**config.mk**
```make
export PLATFORM = sky130hd
export DESIGN_NAME = io_bus_initiator
export DESIGN_NICKNAME = d
export VERILOG_FILES = /design/src/rtl/io_bus_pkg.sv /design/src/rtl/io_lane_align.sv /design/src/rtl/io_bus_initiator.sv
export SDC_FILE = /design/constraint.sdc
export NUM_CORES = 1
export LEC_CHECK = 0
export ABC_AREA = 1
export ABC_CLOCK_PERIOD_IN_PS = 1960
export CAP_MARGIN = 10
export CORE_MARGIN = 2
export CORE_UTILIZATION = 35
export DETAILED_ROUTE_END_ITERATION = 8
export PLACE_DENSITY = 0.56
export SETUP_SLACK_MARGIN = 0.1
export SLEW_MARGIN = 20
export SYNTH_ARGS = -nofsm -noshare
export SYNTH_HDL_FRONTEND = slang
export SYNTH_SLANG_ARGS = --single-unit
```
**constraint.sdc**
```tcl
create_clock -name clk -period 1.96 [get_ports clk]
set_input_delay 0.196 -clock clk [delete_from_list [all_inputs] [get_ports clk]]
set_output_delay 0.196 -clock clk [all_outputs]
set_load 0.03 [all_outputs]
```
**src/rtl/io_bus_pkg.sv**
```systemverilog
// rtl/io_bus_pkg.sv - shared types, size encodings and helpers for the IO bus initiator
package io_bus_pkg;

    localparam logic [1:0] SZ_BYTE  = 2'd0;
    localparam logic [1:0] SZ_WORD  = 2'd1;
    localparam logic [1:0] SZ_DWORD = 2'd2;

    localparam int TIMEOUT_CYCLES_DEF = 255;

    typedef enum logic [2:0] {
        ST_IDLE,
        ST_CYC1,
        ST_GAP,
        ST_CYC2,
        ST_RESP
    } state_t;

    // Byte count of a request; encoding 3 behaves as a 32-bit access.
    function automatic logic [2:0] size_to_n(input logic [1:0] size);
        case (size)
            SZ_BYTE: return 3'd1;
            SZ_WORD: return 3'd2;
            default: return 3'd4;
        endcase
    endfunction

    // Realign {q2,q1} to the request offset and clear bytes beyond the access size.
    function automatic logic [31:0] assemble(input logic [63:0] q,
                                             input logic [1:0]  off,
                                             input logic [2:0]  n);
        logic [31:0] sh;
        logic [31:0] m;
        sh = 32'(q >> {off, 3'b000});
        case (n)
            3'd1:    m = 32'h0000_00FF;
            3'd2:    m = 32'h0000_FFFF;
            default: m = 32'hFFFF_FFFF;
        endcase
        return sh & m;
    endfunction

endpackage

```
**src/rtl/io_lane_align.sv**
```systemverilog
// rtl/io_lane_align.sv - byte-lane enables and write data placement for one or two bus cycles
module io_lane_align
    import io_bus_pkg::*;
(
    input  logic [1:0]  off,
    input  logic [2:0]  n,
    input  logic [31:0] wdata,
    output logic [3:0]  be1,
    output logic [3:0]  be2,
    output logic [31:0] di1,
    output logic [31:0] di2,
    output logic        split
);

    logic [3:0]  lanes;
    logic [7:0]  be_wide;
    logic [63:0] di_wide;

    // Shift the access across an 8-byte window; the upper half is the second bus cycle.
    always_comb begin
        case (n)
            3'd1:    lanes = 4'b0001;
            3'd2:    lanes = 4'b0011;
            default: lanes = 4'b1111;
        endcase
        be_wide = {4'b0000, lanes} << off;
        di_wide = {32'h0, wdata} << {off, 3'b000};
        be1     = be_wide[3:0];
        be2     = be_wide[7:4];
        di1     = di_wide[31:0];
        di2     = di_wide[63:32];
        split   = |be_wide[7:4];
    end

endmodule

```
**src/rtl/io_bus_initiator.sv**
```systemverilog
// rtl/io_bus_initiator.sv - IO bus master with split/reassembly; optional IO_TIMEOUT_EN ready timeout
module io_bus_initiator
    import io_bus_pkg::*;
#(
    parameter int TIMEOUT_CYCLES = TIMEOUT_CYCLES_DEF,
    parameter int ADDR_W         = 24
)
(
    input  logic              clk,
    input  logic              rst_b,
    input  logic              req_valid,
    output logic              req_ready,
    input  logic              req_wr,
    input  logic [ADDR_W-1:0] req_addr,
    input  logic [1:0]        req_size,
    input  logic [31:0]       req_wdata,
    output logic              rsp_valid,
    output logic [31:0]       rsp_rdata,
    output logic              rsp_err,
    output logic              io_rd,
    output logic              io_wr,
    output logic [31:0]       io_a,
    output logic [3:0]        io_be,
    output logic [31:0]       io_di,
    input  logic [31:0]       io_q,
    input  logic              io_ready
);

    state_t state, state_d;

    logic              wr_q;
    logic [1:0]        off_q;
    logic [2:0]        n_q;
    logic              split_q;
    logic [3:0]        be2_q;
    logic [31:0]       di2_q;
    logic [31:0]       q1_q;
    logic [ADDR_W-3:0] word_q;

    logic              accept;
    logic [2:0]        req_n;
    logic [3:0]        be1, be2;
    logic [31:0]       di1, di2;
    logic              split;
    logic              strobe;
    logic              tmo_hit;

    logic              req_ready_d, io_rd_d, io_wr_d, rsp_valid_d, rsp_err_d;
    logic [31:0]       io_a_d, io_di_d, rsp_rdata_d;
    logic [3:0]        io_be_d;

    assign accept = req_valid & req_ready;
    assign req_n  = size_to_n(req_size);
    assign strobe = io_rd | io_wr;

    io_lane_align u_align (
        .off   (req_addr[1:0]),
        .n     (req_n),
        .wdata (req_wdata),
        .be1   (be1),
        .be2   (be2),
        .di1   (di1),
        .di2   (di2),
        .split (split)
    );

`ifdef IO_TIMEOUT_EN
    logic [15:0] tmo_cnt;

    // Count strobe-high cycles of the current bus cycle, restarting on every strobe assertion.
    always_ff @(posedge clk or negedge rst_b) begin
        if (!rst_b)
            tmo_cnt <= '0;
        else if ((io_rd_d | io_wr_d) && !strobe)
            tmo_cnt <= '0;
        else if (strobe)
            tmo_cnt <= tmo_cnt + 16'd1;
    end

    assign tmo_hit = strobe && (tmo_cnt == 16'(TIMEOUT_CYCLES - 1));
`else
    logic unused_tmo_cfg;
    assign unused_tmo_cfg = (TIMEOUT_CYCLES != 0);
    assign tmo_hit        = 1'b0;
`endif

    // Next state and next value of every registered output.
    always_comb begin
        state_d     = state;
        io_rd_d     = 1'b0;
        io_wr_d     = 1'b0;
        io_a_d      = '0;
        io_be_d     = '0;
        io_di_d     = '0;
        rsp_valid_d = 1'b0;
        rsp_rdata_d = '0;
        rsp_err_d   = 1'b0;
        case (state)
            ST_IDLE: begin
                if (accept) begin
                    state_d = ST_CYC1;
                    io_rd_d = ~req_wr;
                    io_wr_d = req_wr;
                    io_a_d  = 32'({req_addr[ADDR_W-1:2], 2'b00});
                    io_be_d = be1;
                    io_di_d = di1;
                end
            end
            ST_CYC1: begin
                if (io_ready) begin
                    if (split_q) begin
                        state_d = ST_GAP;
                    end else begin
                        state_d     = ST_RESP;
                        rsp_valid_d = 1'b1;
                        rsp_rdata_d = wr_q ? 32'h0 : assemble({32'h0, io_q}, off_q, n_q);
                    end
                end else if (tmo_hit) begin
                    state_d     = ST_RESP;
                    rsp_valid_d = 1'b1;
                    rsp_err_d   = 1'b1;
                end else begin
                    io_rd_d = io_rd;
                    io_wr_d = io_wr;
                    io_a_d  = io_a;
                    io_be_d = io_be;
                    io_di_d = io_di;
                end
            end
            ST_GAP: begin
                state_d = ST_CYC2;
                io_rd_d = ~wr_q;
                io_wr_d = wr_q;
                io_a_d  = 32'({word_q + 1'b1, 2'b00});
                io_be_d = be2_q;
                io_di_d = di2_q;
            end
            ST_CYC2: begin
                if (io_ready) begin
                    state_d     = ST_RESP;
                    rsp_valid_d = 1'b1;
                    rsp_rdata_d = wr_q ? 32'h0 : assemble({io_q, q1_q}, off_q, n_q);
                end else if (tmo_hit) begin
                    state_d     = ST_RESP;
                    rsp_valid_d = 1'b1;
                    rsp_err_d   = 1'b1;
                end else begin
                    io_rd_d = io_rd;
                    io_wr_d = io_wr;
                    io_a_d  = io_a;
                    io_be_d = io_be;
                    io_di_d = io_di;
                end
            end
            ST_RESP: begin
                state_d = ST_IDLE;
            end
            default: begin
                state_d = ST_IDLE;
            end
        endcase
        req_ready_d = (state_d == ST_IDLE);
    end

    // State and output registers; reset drops any transaction in flight.
    always_ff @(posedge clk or negedge rst_b) begin
        if (!rst_b) begin
            state     <= ST_IDLE;
            req_ready <= 1'b0;
            io_rd     <= 1'b0;
            io_wr     <= 1'b0;
            io_a      <= '0;
            io_be     <= '0;
            io_di     <= '0;
            rsp_valid <= 1'b0;
            rsp_rdata <= '0;
            rsp_err   <= 1'b0;
        end else begin
            state     <= state_d;
            req_ready <= req_ready_d;
            io_rd     <= io_rd_d;
            io_wr     <= io_wr_d;
            io_a      <= io_a_d;
            io_be     <= io_be_d;
            io_di     <= io_di_d;
            rsp_valid <= rsp_valid_d;
            rsp_rdata <= rsp_rdata_d;
            rsp_err   <= rsp_err_d;
        end
    end

    // Request context on accept, and first-cycle read data for split reads.
    always_ff @(posedge clk or negedge rst_b) begin
        if (!rst_b) begin
            wr_q    <= 1'b0;
            off_q   <= '0;
            n_q     <= '0;
            split_q <= 1'b0;
            be2_q   <= '0;
            di2_q   <= '0;
            q1_q    <= '0;
            word_q  <= '0;
        end else begin
            if (accept) begin
                wr_q    <= req_wr;
                off_q   <= req_addr[1:0];
                n_q     <= req_n;
                split_q <= split;
                be2_q   <= be2;
                di2_q   <= di2;
                word_q  <= req_addr[ADDR_W-1:2];
            end
            if (state == ST_CYC1 && io_ready)
                q1_q <= io_q;
        end
    end

endmodule
```
==> impl_metrics.csv <==
group,metric,value,unit
critical_path,crit_type,"flip-flop to output pin",
route,detail_route.wl_per_cell,16.7,um
status,status,"completed",
critical_path,cpPeakStageDelay,0.71,ns
critical_path,crit_arrival,1.57,ns
synthesis,synth.top_cell.area_share,0.472,
sta,maxSlewViolCount,0,
synthesis,synth_edf_count,0,
route,drc,0,
synthesis,yosysTopAreaCell,"dfrtp_1",
synthesis,synth-async-reset-ratio,1.00,
critical_path,reg2reg_from,"off_q[0]",
cts,cts_buffers,17,
cts,cts_tree,"done",
synthesis,yosysWarnings,0,
cts,root_buffer,"clkbuf_16",
pwr,power,17.7,mW
floorplanning,die-area,29400,um^2
route,drt_pre_antenna_iters,7,
grt,grt_max_degree,65,
placed_design,placed_cell_area,12400,um^2
sta,fin_worst_skew,0.0233,ns
route,viasPerCell,5.03,
route,dr_total_vias,9480,
grt,grt_pass1_vias,9168,
route,wl,31400,um
sta,fin_crit_sh,0.902,
synthesis,synth_seq_cells,185,
job,max_cap_violations,0,
hold_path,min_path_type,"input port to async pin",
critical_path,endpoint_kind,"output pin",
floorplanning,ios,200,
sta,period_needed,1.77,ns
synthesis,seq_area_frac_synth,0.472,
layout,multi_input_area,4460,um^2
floorplanning,rows,61,
sta,worst_pin_slew,0.624,ns
critical_path,rr_worst_depth,6,
synthesis,yosysUniqueCellTypes,40,
cts,clock_path_buffers,2,
grt,grt_first_pass_wirelength,49900,um
critical_path,start_kind,"flip-flop",
synthesis,synth_common_cells,"nand2_1, dfrtp_1, o21ai_0, inv_1, nand3_1",
layout,fin_area,13000,um^2
synthesis,yosysMostFrequentCell,"nand2_1",
sta,final-hold-violation-count,0,
grt,grt-ovfl-total,0,
critical_path,crit_chain,"clkdlybuf4s50_1",
cts,clkSinkCount,185,
layout,syn_to_final_growth,32.6,%
sta,tns,0,ns
pwr,power_density,1360,nW/um^2
sta,slew_headroom,0.584,
sta,setup_viol,0,
synthesis,ys.flop_type,"dfrtp_1",
route,drt_iter0_markers,905,
grt,antenna_found_initial,0,
floorplanning,fp.dieW,171,um
critical_path,worst_path_max_delay_cell,"clkdlybuf4s50_1",
layout,layout-drive-gt1-share,0.0911,
placed_design,place.gp.congestion,0.986,
pwr,leakage,5.94,nW
cts,h-tree-depth,4,
layout,nFillCells,2773,
critical_path,cpLargestDelayFamily,"buffers and inverters",
synthesis,synth_area_leaders,"dfrtp_1, nand2_1, o21ai_0",
sta,hold_ws,0.301,ns
critical_path,required,1.76,ns
placed_design,dp_hpwl,22800,um
critical_path,critPathMaxFanout,2,
grt,groute.usage.overall,0.220,
synthesis,avgSynthCellArea,7.54,um^2
synthesis,synth_area,9810,um^2
placed_design,io_buffers,188,
sta,timing.fmax,0.565,GHz
floorplanning,floorplan.initialDensity,0.354,
route,ant_nets,0,
layout,fin_nets,1588,
critical_path,reg2reg_slack,0.26,ns
cts,clkLatencyLatePin,0.45,ns
cts,cts.clk_slew.worst_paths,0.07,ns
floorplanning,die_y,171,um
sta,grt_setup_unrepaired,"false",
pwr,peakVddDrop,0.642,mV
critical_path,cp.depth,1,
critical_path,cp.buffers_inverters,1,
layout,register_area,4630,um^2
critical_path,r2r_end,"rsp_rdata[7]",
floorplanning,coreArea,27700,um^2
synthesis,synth_cells,1301,
-- logic make-up (layout without fill, tap and decap cells) --
kind of cell,count (synthesis),in the layout,share of synthesized area
buffers and inverters,184,377,0.0806
and+or+nand+nor,669,669,0.289
DFF,185,185,0.472
AOI/OAI and AO/OA,248,248,0.143
adders and majority gates,2,2,0.00255
xor gates and xnor gates,1,1,0.000893
muxes,11,11,0.0126
other,1,12,0.000382
-- layout by cell type (no fill, tap or decap), drive strengths merged --
cell type and n:
nand2 459, clkdlybuf4s50 187, dfrtp 185, o21ai 167
inv 108, nand3 82, nor2 70, buf 54
o211ai 29, nand4 21, a21oi 20, clkbuf 18
or2 17, o22ai 13, o221ai 12, conb 11
nor3 11, mux2 11, nand2b 8, clkinv 7
a22oi 5, o311ai 2, ha 2, diode 1
nand3b 1, xor2 1, bufinv 1, clkinvlp 1
dlygate4sd3 1
-- how the worst max path moves through the flow --
stage                      from             to  slack (ns)
floorplan             req_ready       be2_q[2]        0.45
global placement    req_addr[0]        split_q        0.11
detailed placement  req_addr[0]        split_q        0.07
CTS                   io_di[16]      io_di[16]        0.17
global route           off_q[0]  rsp_rdata[20]        0.15
finish                io_di[18]      io_di[18]        0.19
-- flip-flops by register name (all words and copies together), names as in the netlist --
register and flops:
off_q 2, io_rd 1, split_q 1, state 3, q1_q 32, io_be 4, n_q 3, io_wr 1
wr_q 1, word_q 22, rsp_valid 1, rsp_rdata 32, be2_q 3, req_ready 1, di2_q 24, io_di 32
io_a 22
-- routing by layer --
| metal | wire [um] | GRT usage | up-vias |
|---|---|---|---|
| met5 | 0 | 0 | - |
| met4 | 675 | 0.0693 | 0 |
| met3 | 1900 | 0.0384 | 48 |
| met2 | 14200 | 0.345 | 351 |
| met1 | 14600 | 0.308 | 4472 |
| li1 | - | - | 4609 |
-- cell type report --
class	instances	area share
repair buffers	243	0.189
multi-input cells	942	0.343
clock buffers	17	0.0327
diodes	1	0.000192
flip-flops and latches	185	0.356
well taps	378	0.0363
clock inverters	15	0.0135
inverters	102	0.0296
-- per-stage QoR --
stage	util	setup slack, ns	cells
final	0.470	0.191	1883
after global routing	0.470	0.149	1882
after CTS	0.468	0.172	1881
after detailed placement	0.446	0.0687	1848
after global placement	0.446	0.110	1848
after floorplan	-	0.451	1311
-- report_power, final --
part	total (mW)	internal, mW	switching, mW
clock network	3.57	1.84	1.73
registers	6.14	5.15	0.984
logic	8.03	2.90	5.13
-- repair_timing --
item	CTS	global route
endpoints found under the hold margin	56	0
hold buffers	1	0
resized for setup	0	6
setup buffers	0	1
endpoints found under the setup margin	0	16
Power figures use the tool's default switching activity.
